--- config.mk ---
export PLATFORM = sky130hd
export DESIGN_NAME = aes_cbc_chain_ctrl
export DESIGN_NICKNAME = d
export VERILOG_FILES = /design/src/rtl/aes_cbc_pkg.sv /design/src/rtl/aes_cbc_lat_cnt.sv /design/src/rtl/aes_cbc_chain_ctrl.sv
export SDC_FILE = /design/constraint.sdc
export NUM_CORES = 1
export LEC_CHECK = 0
export BUFFER_PORTS_ARGS = -buffer_cell sky130_fd_sc_hd__buf_4
export CORE_AREA = 2 2 399 401
export CTS_CLUSTER_DIAMETER = 200
export DETAILED_ROUTE_END_ITERATION = 10
export DIE_AREA = 0 0 401 403
export PLACE_DENSITY = 0.42
export SETUP_SLACK_MARGIN = 0.15
export SLEW_MARGIN = 10
export SYNTH_ARGS = -nofsm -noshare
export SYNTH_HDL_FRONTEND = slang
export SYNTH_SLANG_ARGS = --single-unit
--- constraint.sdc ---
create_clock -name clk -period 3 [get_ports clk]
set_input_delay 0.3 -clock clk [delete_from_list [all_inputs] [get_ports clk]]
set_output_delay 0.3 -clock clk [all_outputs]
set_load 0.005 [all_outputs]
--- src/rtl/aes_cbc_pkg.sv ---
// Shared definitions for the CBC chaining front end: block width and FSM encodings.
package aes_cbc_pkg;

  localparam int AES_BLK_W = 128;

  typedef enum logic [1:0] {
    ST_IDLE   = 2'd0,
    ST_ACCEPT = 2'd1,
    ST_WAIT   = 2'd2,
    ST_OUT    = 2'd3
  } state_t;

endpackage

--- src/rtl/aes_cbc_lat_cnt.sv ---
// Settle-time counter for the combinational encrypt core. Cleared when a
// plaintext block is accepted, counts while enabled, and flags done on the
// cycle whose closing edge is the ENC_LAT-th edge after the clear.
module aes_cbc_lat_cnt #(
  parameter int ENC_LAT = 1
) (
  input  logic clk,
  input  logic rst,
  input  logic clr,
  input  logic en,
  output logic done
);

  localparam int CW = (ENC_LAT > 1) ? $clog2(ENC_LAT) : 1;
  localparam logic [CW-1:0] LAST = CW'(ENC_LAT - 1);

  logic [CW-1:0] cnt;

  // Count up from zero, holding at the terminal value until cleared.
  always_ff @(posedge clk) begin
    if (rst || clr) begin
      cnt <= '0;
    end else if (en && !done) begin
      cnt <= cnt + CW'(1);
    end
  end

  assign done = (cnt == LAST);

endmodule

--- src/rtl/aes_cbc_chain_ctrl.sv ---
// Sequential CBC-mode front end for a combinational AES encrypt core.
// Optional build macro: AES_CBC_BLKCNT_EN adds a saturating blk_cnt output
// counting ciphertext handshakes since the last accepted start.
//
// Handshakes: a transfer happens on a rising edge where valid and ready are
// both high; valid, once raised, holds its data stable until that edge, and
// ready never depends combinationally on valid.
module aes_cbc_chain_ctrl
  import aes_cbc_pkg::*;
#(
  parameter int ENC_LAT = 1,
  parameter int CNT_W   = 16
) (
  input  logic                 clk,
  input  logic                 rst,
  input  logic                 start,
  input  logic [AES_BLK_W-1:0] key,
  input  logic [AES_BLK_W-1:0] iv_in,
  input  logic                 pt_valid,
  input  logic [AES_BLK_W-1:0] pt_data,
  input  logic                 pt_last,
  output logic                 pt_ready,
  output logic                 ct_valid,
  output logic [AES_BLK_W-1:0] ct_data,
  output logic                 ct_last,
  input  logic                 ct_ready,
  output logic [AES_BLK_W-1:0] enc_in,
  output logic [AES_BLK_W-1:0] enc_iv,
  output logic [AES_BLK_W-1:0] enc_key,
  input  logic [AES_BLK_W-1:0] enc_out,
  output logic                 busy,
  output state_t               dbg_state
`ifdef AES_CBC_BLKCNT_EN
  ,
  output logic [CNT_W-1:0]     blk_cnt
`endif
);

  if (ENC_LAT < 1) begin : g_bad_enc_lat
    $error("aes_cbc_chain_ctrl: ENC_LAT must be at least 1");
  end
  if (CNT_W < 1) begin : g_bad_cnt_w
    $error("aes_cbc_chain_ctrl: CNT_W must be at least 1");
  end

  state_t state, state_nx;

  logic [AES_BLK_W-1:0] iv_reg;
  logic [AES_BLK_W-1:0] key_reg;
  logic [AES_BLK_W-1:0] pt_reg;
  logic                 last_reg;
  logic                 lat_done;
  logic                 start_acc;
  logic                 pt_hs;
  logic                 ct_hs;

  // Handshake qualifiers are taken from the state register so that
  // ready/busy stay free of input-to-output paths.
  assign start_acc = (state == ST_IDLE) && start;
  assign pt_hs     = (state == ST_ACCEPT) && pt_valid;
  assign ct_hs     = (state == ST_OUT) && ct_ready;

  assign pt_ready  = (state == ST_ACCEPT);
  assign busy      = (state != ST_IDLE);
  assign dbg_state = state;

  assign enc_in  = pt_reg;
  assign enc_iv  = iv_reg;
  assign enc_key = key_reg;

  aes_cbc_lat_cnt #(
    .ENC_LAT (ENC_LAT)
  ) u_lat_cnt (
    .clk  (clk),
    .rst  (rst),
    .clr  (pt_hs),
    .en   (state == ST_WAIT),
    .done (lat_done)
  );

  // State register.
  always_ff @(posedge clk) begin
    if (rst) begin
      state <= ST_IDLE;
    end else begin
      state <= state_nx;
    end
  end

  // Next-state decode: one block in flight at a time, no overlap.
  always_comb begin
    state_nx = state;
    case (state)
      ST_IDLE:   if (start)    state_nx = ST_ACCEPT;
      ST_ACCEPT: if (pt_valid) state_nx = ST_WAIT;
      ST_WAIT:   if (lat_done) state_nx = ST_OUT;
      ST_OUT:    if (ct_ready) state_nx = ct_last ? ST_IDLE : ST_ACCEPT;
      default:                 state_nx = ST_IDLE;
    endcase
  end

  // Key/IV latch, plaintext capture, ciphertext capture and IV chaining.
  always_ff @(posedge clk) begin
    if (rst) begin
      iv_reg   <= '0;
      key_reg  <= '0;
      pt_reg   <= '0;
      last_reg <= 1'b0;
      ct_data  <= '0;
      ct_last  <= 1'b0;
      ct_valid <= 1'b0;
    end else begin
      if (start_acc) begin
        iv_reg  <= iv_in;
        key_reg <= key;
      end
      if (pt_hs) begin
        pt_reg   <= pt_data;
        last_reg <= pt_last;
      end
      if ((state == ST_WAIT) && lat_done) begin
        ct_data  <= enc_out;
        ct_last  <= last_reg;
        ct_valid <= 1'b1;
      end
      if (ct_hs) begin
        iv_reg   <= ct_data;
        ct_valid <= 1'b0;
      end
    end
  end

`ifdef AES_CBC_BLKCNT_EN
  // Ciphertext handshake counter, cleared per message, saturating at all-ones.
  always_ff @(posedge clk) begin
    if (rst || start_acc) begin
      blk_cnt <= '0;
    end else if (ct_hs && (blk_cnt != {CNT_W{1'b1}})) begin
      blk_cnt <= blk_cnt + CNT_W'(1);
    end
  end
`endif

endmodule

Word-level counts from Yosys, hierarchy flattened
Cells that the tools add are included.

Equality and inequality tests: 7. Bitwise operators: 1. Multiplexer cells: 8. Reductions and logical operators: 11. Add/subtract/negate cells: 1.

Operator list (number): 2-to-1 mux 128 bit (2); 2-to-1 mux 2 bit (4); inequality test 2 bit (second input constant) (4); case mux 2 bit (4 select lines) (1); logical AND 1 bit (5); == test 2 bit (second input constant) (2); AND reduction 4 bit (1); nonzero test 2 bit (2); == test 2 x 1 -> 1 bit (second input constant) (1); logical NOT 2 bit (1); OR reduction 2 bit (1); adder 1 bit (second input constant) (1); logical OR 1 bit (1); 2-to-1 mux 1 bit (1); inverter 1 bit (1).

Bits in registers: 518. Bits of input ports: 518. Word-level logic and storage cells: 37.

Depth between registers and ports, before layout
Gate-level depths: netlist of run 1.

Depth in word-level cells: 4. Gate-level depth with buffers: 8. Gate-level depth less buffers: 6.

By module
A second synthesis of run 1 with hierarchy kept.

Cells, all modules: 2418. Area, all modules: 19608.8 sq um.

Modules (own cells, without submodules): aes_cbc_chain_ctrl (area an instance 19570.0 sq um, cells an instance 2415, instances 1); aes_cbc_lat_cnt (area an instance 38.8 sq um, cells an instance 3, instances 1).

Least setup slack after synthesis of run 1
Ideal clock, no wire load.

Path kind: reg2reg. Start: register state[0], in the netlist dbg_state[0]. End: register iv_reg[125], in the netlist enc_iv[125]. Cell stages (with the launch flop): 8. Data arrival time: 1.454 ns. Data required time: 2.912 ns. Buffers on the path: 2. Path slack: 1.458 ns. Clock period less this slack: 1.542 ns. Cell sequence: dfxtp_1 inv_1 ha_1 nand2_1 buf_2 buf_2 nand2_1 a311oi_2.

Longest elaborated chain between the ends: 3. Elaborated cells on any way between the ends: 6.

Ends and longest elaborated chain: from (decl) (line aes_cbc_chain_ctrl.sv:46) `state_t state, state_nx;`; from (signal assigned) (line aes_cbc_chain_ctrl.sv:86) `state <= state_nx;`; == test 2 bit / logical NOT 2 bit (equally long branches) (line aes_cbc_chain_ctrl.sv:61, aes_cbc_chain_ctrl.sv:59); logical AND 1 bit (on tied branches) (line aes_cbc_chain_ctrl.sv:61, aes_cbc_chain_ctrl.sv:59); 2-to-1 mux 128 bit / nonzero test 2 bit (equally long branches); to (signal assigned) (line aes_cbc_chain_ctrl.sv:114) `iv_reg <= iv_in;`; to (signal assigned) (line aes_cbc_chain_ctrl.sv:127) `iv_reg <= ct_data;`; to (decl) (line aes_cbc_chain_ctrl.sv:48) `logic [AES_BLK_W-1:0] iv_reg;`.

Parallel ways exist; a longest one is shown, timed or not. A chain may end at the register's enable or synchronous reset.

Worst setup path in the final report of run 1
Start: register state[1], in the netlist dbg_state[1]. End: register pt_reg[111], in the netlist enc_in[111].

Longest elaborated chain between the ends: 2.

Ends and longest elaborated chain: == test 2 x 1 -> 1 bit (line aes_cbc_chain_ctrl.sv:60) `assign pt_hs = (state == ST_ACCEPT) && pt_valid;`; logical AND 1 bit (line aes_cbc_chain_ctrl.sv:60); to (signal assigned) (line aes_cbc_chain_ctrl.sv:118) `pt_reg <= pt_data;`; to (decl) (line aes_cbc_chain_ctrl.sv:50) `logic [AES_BLK_W-1:0] pt_reg;`.

No other way between the ends.

==> results of run 1 <==
[timing repair]
item                                    in CTS  in global routing
buffers inserted                             0                  0
hold buffers                               505                  0
endpoints found under the hold margin      502                  0
endpoints found under the setup margin       0                  0
[stage by stage]
stage / setup WS [ns] / instances / cell area, um^2
after floorplan: 1.46 / 2418 / 19700
after global placement: 0.946 / 5404 / 29900
after detailed placement: 0.887 / 5404 / 29900
after CTS: 0.476 / 6022 / 37200
after global routing: 0.285 / 6028 / 37200
final: 0.476 / 6031 / 37200
[critical path: cells and delay by family, from the launching register on]
kind | cells | cell delay, ns
buf+inv | 3 | 1.03
flops | 1 | 0.36
compound gates | 1 | 0.11
simple gates | 2 | 0.62
fa+ha+maj | 1 | 0.32
[power groups by stage]
stage          sequential [mW]  combinational, mW  clock [mW]
2_1_floorplan             9.19               3.95           0
3_3_place_gp              9.40               9.00           0
3_5_place_dp              9.43               9.01           0
4_1_cts                   9.30               9.63        8.58
5_1_grt                   9.45               10.3        8.82
6_report                  9.28               9.37        8.29
[layer usage]
metal / up-vias / GRT usage (%) / wire, um
met2: 792 / 24.7 / 58600
met3: 156 / 6.73 / 12400
met4: 6 / 4.06 / 3130
met1: 10577 / 15.2 / 45100
li1: 10924 / - / -
met5: - / 0 / 37
[area by class of cell]
class / instances / area (um^2) / area share [%]
timing repair buffer: 1619 / 13700 / 36.7
clock inverter: 20 / 324 / 0.870
sequential: 518 / 10400 / 27.9
inverter: 4 / 15.0 / 0.0403
clock buffer: 93 / 1910 / 5.14
antenna: 9 / 22.5 / 0.0605
multi-input combinational: 1696 / 8320 / 22.3
tap: 2072 / 2590 / 6.96
[cells in the final DEF (no fill, tap or decap), drive strengths merged]
cell,n
o21ai,1
o2111ai,1
buf,1114
diode,9
ha,5
and2b,1
or2b,1
nand2,1032
nor2,131
and2,2
inv,6
a311oi,128
clkinv,15
nor4b,1
nand2b,2
clkbuf,93
or2,1
dfxtp,518
a211oi,1
a21oi,388
mux2i,1
dlygate4sd3,505
bufinv,3
[final timing paths]
check | cells past startpoint | to | slack (ns)
max | 7 | enc_in[111] | 0.48
min | 2 | enc_in[21] | 0.06
max reg2reg | 7 | enc_in[111] | 0.48
min reg2reg | 2 | enc_in[11] | 0.45
[logic make-up (layout without fill, tap and decap cells)]
logic type | count (synthesis) | in the layout | synth area share, %
and+or+nand+nor | 1171 | 1171 | 22.4
AOI/OAI and AO/OA | 519 | 519 | 19.2
DFF | 518 | 518 | 52.6
buffers and inverters | 204 | 1736 | 5.33
adders and majority gates | 5 | 5 | 0.318
muxes | 1 | 1 | 0.0508
other | 0 | 9 | 0
==> summary.txt, run 1 <==
Synth Register Bits -> 518
Leakage -> 15.6 nW
Gate Count Post-Synth -> 2,418
Final period util -> 84.1%
Crit-path slowest cell -> dlygate4sd3_1
Total congestion overflow -> 0
Routed wire length -> 119,000 um
Worst Setup SP -> dbg_state[1]
Status -> finished, final reports clean
FFs w/ async S/R, synth -> 0%
Slowest stage delay, CP -> 0.57 ns
Number of antenna violations at the first check in global routing -> 21
Vias per std cell -> 3.72
Total negative slack -> 0 ns
Yosys warns -> 0
Die width -> 401 um
Layout area overhead -> 89.0%
Slew HR -> 52.9%
Final worst path period need -> 2.52 ns
Worst-case clock buffer depth -> 3
FMAX -> 0.396 GHz
Final hold slack -> 0.0627 ns
Clk Latency, worst-skew pair -> 0.66 ns
Crit-path cells -> inv_1, ha_1, and2_4, buf_4, nand2_1, a21oi_1, dlygate4sd3_1
Synth Net Count -> 2,941
CTS tree -> done
Total iterations of the first detailed-routing run -> 7
Clk root buf -> clkbuf_16
Starting Density -> 12.5%
Top-count cell post-synth -> nand2_1
Die Ht -> 403 um
Die area -> 162,000 um^2
Post-layout util -> 23.6%
Worst path required time -> 3.61 ns
Number of global-route vias before repair -> 23,384
Synth area leaders -> dfxtp_1 (53%), nand2_1 (20%), a21oi_1 (9.9%)
Sequential group share of total power -> 34.4%
Power share of the combinational group -> 34.8%
I/O Buffers -> 1,035
Final #Nets -> 4,429
Reg-to-Reg Start -> dbg_state[1]
Routed Antenna Nets -> 0
Net Sw Power -> 9.74 mW
Critical path fanouts, max -> 43
I/O Pins -> 1,036
Initial DRC Count -> 1,101
Leading area contributor after synthesis -> dfxtp_1
First-pass GRT wire length -> 167,000 um
Share of cells above drive strength 1 -> 33.8%
Post-synth top cells -> nand2_1 (1,032), dfxtp_1 (518), a21oi_1 (388)
Power per cell area -> 724 nW/um^2
Pin count of the biggest net entering global routing -> 97
Post-synthesis sequential area ratio -> 52.6%
Max Slew Vio Count -> 0
Register clock-pin slew on the reported worst setup and hold paths -> 0.06 ns
Hold Path Origin -> rst
# rows -> 146
Cell Int Power -> 17.2 mW
Worst-Margin Slew -> 0.704 ns
Total Power -> 26.9 mW
Max Cap Viol -> 0
Htree depth -> 3
Detailed placement HPWL -> 91,800 um
DR vias -> 22,455
Core area -> 157,000 um^2
Clk sinks -> 518
RD Place Congestion -> 0.805
Critical path type -> reg -> reg
Critical Path End Type -> flop
Clock power share -> 30.8%
Primary flip-flop cell chosen by synthesis mapping -> dfxtp_1
Switching portion of total power -> 36.2%
Skew final -> 0.0298 ns
Cts repair resizes -> 0
Top cell type's share of synthesized area -> 52.6%
CTS buffer count -> 67
Startpoint Class -> flop
Mapped cell area -> 19,700 um^2
Mapped Avg Cell Area -> 8.15 um^2
WL/cell -> 19.8 um
Total track usage -> 14.2%
RSZ-0062 raised after global routing -> no
EDFF count, synth -> 0
Fillers -> 17,410
Critical path arrival -> 3.13 ns
VDD IR max -> 0.439 mV
Hold WC Path Type -> in -> reg
DRC errors left -> 0
Number of distinct library cells after synthesis -> 24
Setup violators final -> 0
Final hold vios -> 0
Power figures use the tool's default switching activity.
==> inputs of run 2 (changes only) <==
==> constraint.sdc (replaced) <==
create_clock -name clk -period 2.2 [get_ports clk]
set_input_delay 0.22 -clock clk [delete_from_list [all_inputs] [get_ports clk]]
set_output_delay 0.22 -clock clk [all_outputs]
set_load 0.005 [all_outputs]
==> run 2 against run 1 <==
Effect of this change: clock skew shrank 0.0073 ns; via count grew 1.4%; sequential power grew 36%; global-route usage grew 0.27 points; sequential share of layout area shrank 0.45 points; worst hold slack gained 0.074 ns; core utilization grew 0.38 points; critical path depth shrank 1; count of clock-buffer cells in the layout grew 2; highest routed layer unchanged.
==> summary.txt, run 2 (synthesized netlist as in run 1, its figures left out) <==
CTS tree -> done
Worst-case clock buffer depth -> 3
Htree depth -> 3
Hold Path Origin -> start
Most common cell after layout, fill and taps aside -> buf_4
DR vias -> 22,774
Max Cap Viol -> 0
Post-layout util -> 24.0%
Reg area -> 10,400 um^2
Placed Area -> 30,300 um^2
Register clock-pin slew on the reported worst setup and hold paths -> 0.06 ns
RSZ-0062 raised after global routing -> no
Final #Nets -> 4,465
Reg-to-Reg Start -> dbg_state[1]
Clk sinks -> 518
Critical path fanouts, max -> 17
Hold WC Path Type -> in -> reg
Leakage -> 15.8 nW
Power per cell area -> 993 nW/um^2
Die Ht -> 403 um
Final period util -> 86.6%
Max Slew Vio Count -> 0
Routed Antenna Nets -> 0
Critical Path End Type -> flop
Initial DRC Count -> 1,211
FMAX -> 0.525 GHz
# rows -> 146
I/O Pins -> 1,036
Startpoint Class -> flop
VDD IR max -> 0.601 mV
Total track usage -> 14.4%
Starting Density -> 12.5%
Critical path type -> reg -> reg
Register-to-Register Path Depth -> 6
Die width -> 401 um
Post-route design area -> 37,800 um^2
Worst hold stages -> 5
Pin count of the biggest net entering global routing -> 75
Critical path arrival -> 2.40 ns
DRC errors left -> 0
Worst-Margin Slew -> 0.480 ns
Detailed placement HPWL -> 94,400 um
Number of antenna violations at the first check in global routing -> 32
Final hold vios -> 0
Final worst path period need -> 1.90 ns
Status -> finished, final reports clean
Routed wire length -> 122,000 um
Setup violators final -> 0
Worst path required time -> 2.70 ns
Clk Latency, worst-skew pair -> 0.65 ns
Skew final -> 0.0224 ns
Vias per std cell -> 3.75
Layout area overhead -> 92.1%
Share of cells above drive strength 1 -> 34.2%
Fillers -> 17,390
Core area -> 157,000 um^2
CTS buffer count -> 69
Clk root buf -> clkbuf_16
Total iterations of the first detailed-routing run -> 7
Total congestion overflow -> 0
Total negative slack -> 0 ns
Multi-input gate area -> 8330 um^2
Die area -> 162,000 um^2
Slew HR -> 68.0%
Most frequent cells in the layout -> buf_4 (1,095), nand2_1 (1,029), dfxtp_1 (518), dlygate4sd3_1 (516), a21oi_1 (388)
I/O Buffers -> 1,035
Number of global-route vias before repair -> 23,256
RD Place Congestion -> 0.842
Worst Setup SP -> dbg_state[1]
WL/cell -> 20.1 um
First-pass GRT wire length -> 170,000 um
## run 2: cell count changes in the layout (fill, tap and decap cells not counted), moves of 2 or more
cell,change
buf_12,+19
clkbuf_8,-2
clkbuf_1,+2
buf_4,+2
dlygate4sd3_1,+11
bufinv_16,+3
clkinv_16,-4
inv_6,+2
clkbuf_16,+3
## run 2: critical path, stage by stage (launching register included)
cell and delay [ns]:
dfxtp_1 0.42, ha_1 0.34, nand2_8 0.19, buf_12 0.21
buf_12 0.17, nor2_1 0.31, a311oi_2 0.08
## run 2: area by class of cell
cell class | instances | area share, %
inverter | 4 | 0.0397
antenna | 9 | 0.0595
clock inverter | 24 | 0.909
sequential | 518 | 27.4
clock buffer | 95 | 5.14
multi-input combinational | 1696 | 22.0
timing repair buffer | 1653 | 37.6
tap | 2072 | 6.85
## run 2: path summary, 6_finish.rpt
check / to / slack, ns
max: enc_iv[32] / 0.30
min reg2reg: enc_in[59] / 0.45
max reg2reg: enc_iv[32] / 0.30
min: enc_key[4] / 0.14
## run 2: power by group
group | internal [mW] | total (mW) | switching (mW)
sequential | 11.2 | 12.6 | 1.41
combinational | 6.10 | 13.2 | 7.15
clock | 6.92 | 11.7 | 4.78
## run 2: metal layers
layer | up-vias | track usage (%) | part of all wire, %
met3 | 193 | 6.43 | 10
met1 | 10743 | 15.7 | 38
met4 | 8 | 5.11 | 3.2
li1 | 11020 | - | -
met2 | 810 | 24.7 | 49
met5 | - | 0 | 0.047
## run 2: repair_timing
item	in CTS	in global routing
buffers inserted	0	4
hold buffers	516	0
endpoints found under the setup margin	1	105
endpoints found under the hold margin	515	0
cloned	0	1
pin swaps	0	1
gates resized for setup	1	3
## run 2: stage by stage
step                      setup WS [ns]  instances  power, mW  hold WS, ns
after floorplan                   0.658       2418       17.9        0.319
after global placement            0.120       5422       25.4        0.442
after detailed placement         0.0980       5422       25.5        0.447
after CTS                         0.170       6057       38.3       0.0616
after global routing              0.180       6071       39.9        0.101
final                             0.295       6071       37.6        0.136
==> inputs of run 3 (changes only) <==
--- a/config.mk
+++ b/config.mk
@@ -10,6 +10,7 @@
 export CTS_CLUSTER_DIAMETER = 200
 export DETAILED_ROUTE_END_ITERATION = 10
 export DIE_AREA = 0 0 401 403
+export GPL_TIMING_DRIVEN = 0
 export PLACE_DENSITY = 0.42
 export SETUP_SLACK_MARGIN = 0.15
 export SLEW_MARGIN = 10
==> run 3 against run 2 <==
Effect of this change: core utilization is 0.11 points lower; die area stayed put; sequential power hardly changed; critical path type unchanged; largest cell class unchanged; largest power group unchanged; highest routed layer unchanged.
==> summary.txt, run 3 (synthesized netlist as in run 1, its figures left out) <==
WL/cell -> 22.9 um
Starting Density -> 12.5%
FMAX -> 0.511 GHz
Top Family by Delay on Critical Path -> buffers and inverters
Total congestion overflow -> 0
I/O Buffers -> 1,034
Fillers -> 17,453
Core area -> 157,000 um^2
Most frequent cells in the layout -> buf_4 (1,064), nand2_1 (1,028), dfxtp_1 (516), dlygate4sd3_1 (514), a21oi_1 (388)
Critical path arrival -> 2.51 ns
Die width -> 401 um
CTS tree -> done
Critical Path End Type -> flop
Clk sinks -> 518
R2r setup slk -> 0.24 ns
First-pass GRT wire length -> 190,000 um
Detailed placement HPWL -> 114,000 um
Power share of the combinational group -> 36.4%
Register-to-Register Path Depth -> 9
Placed Area -> 30,100 um^2
DR vias -> 23,611
Clk root buf -> clkbuf_16
Net Sw Power -> 14.2 mW
Setup WS pre-CTS -> -0.645 ns
Worst Path Buf+Inv -> 5
Final #Nets -> 4,563
Worst Setup EP -> enc_iv[27]
Most common cell after layout, fill and taps aside -> buf_4
Max Cap Viol -> 0
DRC errors left -> 0
Number of antenna violations at the first check in global routing -> 50
Switching portion of total power -> 37.3%
Layout area overhead -> 91.2%
Hold Path Origin -> pt_valid
Worst Setup SP -> dbg_state[0]
Register clock-pin slew on the reported worst setup and hold paths -> 0.06 ns
Critical Path Stages -> 9
VDD IR max -> 0.539 mV
Worst-Margin Slew -> 1.18 ns
Critical R2R Capture -> enc_iv[27]
Slowest stage delay, CP -> 0.35 ns
Initial DRC Count -> 1,364
CTS buffer count -> 68
Routed wire length -> 141,000 um
Leakage -> 15.8 nW
Crit-path slowest cell -> dfxtp_2
Pin count of the biggest net entering global routing -> 12
Reg-to-Reg Start -> dbg_state[0]
Die area -> 162,000 um^2
Worst Setup Slack, final -> 0.242 ns
Startpoint Class -> flop
Clock power share -> 30.0%
Cell Int Power -> 23.8 mW
Setup violators final -> 0
Hold WC Path Type -> in -> reg
Clk Latency, worst-skew pair -> 0.67 ns
Htree depth -> 3
Most used cell, CP -> buf_4
Routed Antenna Nets -> 0
Post-layout util -> 23.9%
Sequential group share of total power -> 33.6%
Max Slew Vio Count -> 0
Final hold slack -> 0.214 ns
Worst path required time -> 2.75 ns
Post-route design area -> 37,700 um^2
Worst-case clock buffer depth -> 3
RSZ-0062 raised after global routing -> no
Critical path type -> reg -> reg
# rows -> 146
RD Place Congestion -> 0.863
I/O Pins -> 1,036
Final period util -> 89.0%
Critical path fanouts, max -> 10
Skew final -> 0.0403 ns
Status -> finished, final reports clean
Die Ht -> 403 um
Final worst path period need -> 1.96 ns
Share of cells above drive strength 1 -> 34.6%
Crit-path cells -> inv_2, ha_4, and2_1, buf_4, buf_12, buf_4, buf_6, nand2_1, a311oi_2
Total track usage -> 16.8%
Power per cell area -> 1010 nW/um^2
Number of global-route vias before repair -> 23,913
Slew HR -> 21.3%
Total iterations of the first detailed-routing run -> 7
Final hold vios -> 0
Vias per std cell -> 3.83
[run 3: changes by cell type in the layout (fill, tap and decap cells not counted), moves of 3 or more]
| cell | change |
|---|---|
| diode_2 | +3 |
| buf_4 | -31 |
| buf_6 | +13 |
| inv_6 | -3 |
| clkbuf_1 | +41 |
| buf_2 | +74 |
| buf_12 | -35 |
| nand2_2 | +4 |
| buf_1 | +6 |
| bufinv_16 | -3 |
| clkbuf_2 | +25 |
| clkbuf_4 | +5 |
[run 3: worst min path at each step]
stage,endpoint,slack (ns),cells past startpoint
finish,enc_in[2],0.21,5
CTS,enc_in[3],0.12,5
detailed placement,ct_valid,0.45,2
global placement,ct_valid,0.44,2
global route,enc_in[6],0.17,5
floorplan,ct_valid,0.32,1
[run 3: final cells by class]
class	count	area [um^2]	area share, %
Clock buffer	94	1960	5.21
Antenna cell	12	30.0	0.0797
Multi-Input combinational cell	1696	8310	22.1
Timing Repair Buffer	1552	12900	34.4
Inverter	4	15.0	0.0399
Clock inverter	18	253	0.671
Tap cell	2072	2590	6.88
Sequential cell	518	10400	27.5
Buffer	200	1180	3.14
[run 3: through the flow]
stage               setup TNS [ns]  total power [mW]  cells
finish                           0              38.0   6166
global route                     0              40.1   6159
CTS                              0              38.7   6154
detailed placement         -117.09              25.9   5525
global placement           -117.43              25.9   5524
floorplan                        0              17.9   2418
[run 3: what timing repair did]
item / CTS / global route
endpoints found under the setup margin: 441 / 185
endpoints found under the hold margin: 514 / 0
hold buffers: 514 / 0
buffers inserted: 3 / 0
resized for setup: 56 / 27
[run 3: power groups by stage]
stage | registers, mW | logic [mW] | clock network, mW
2_1_floorplan | 12.5 | 5.38 | 0
5_1_grt | 13.0 | 15.0 | 12.1
4_1_cts | 12.8 | 14.1 | 11.8
3_3_place_gp | 12.9 | 13.0 | 0
6_report | 12.8 | 13.8 | 11.4
3_5_place_dp | 13.0 | 13.0 | 0
[run 3: tightest hold or removal path, cell delays in order]
cell	delay, ns
buf_4	0.09
nand2_1	0.10
buf_2	0.25
nand2_1	0.10
a21oi_1	0.05
[run 3: per-layer routing]
layer  vias to the layer above  wire length, um  global-route usage (%)
met4                        10             3130                    3.77
met3                       193            12100                    5.88
met5                         -               62                       0
met1                     11254            57000                    19.8
li1                      11227                -                       -
met2                       927            68900                    29.0
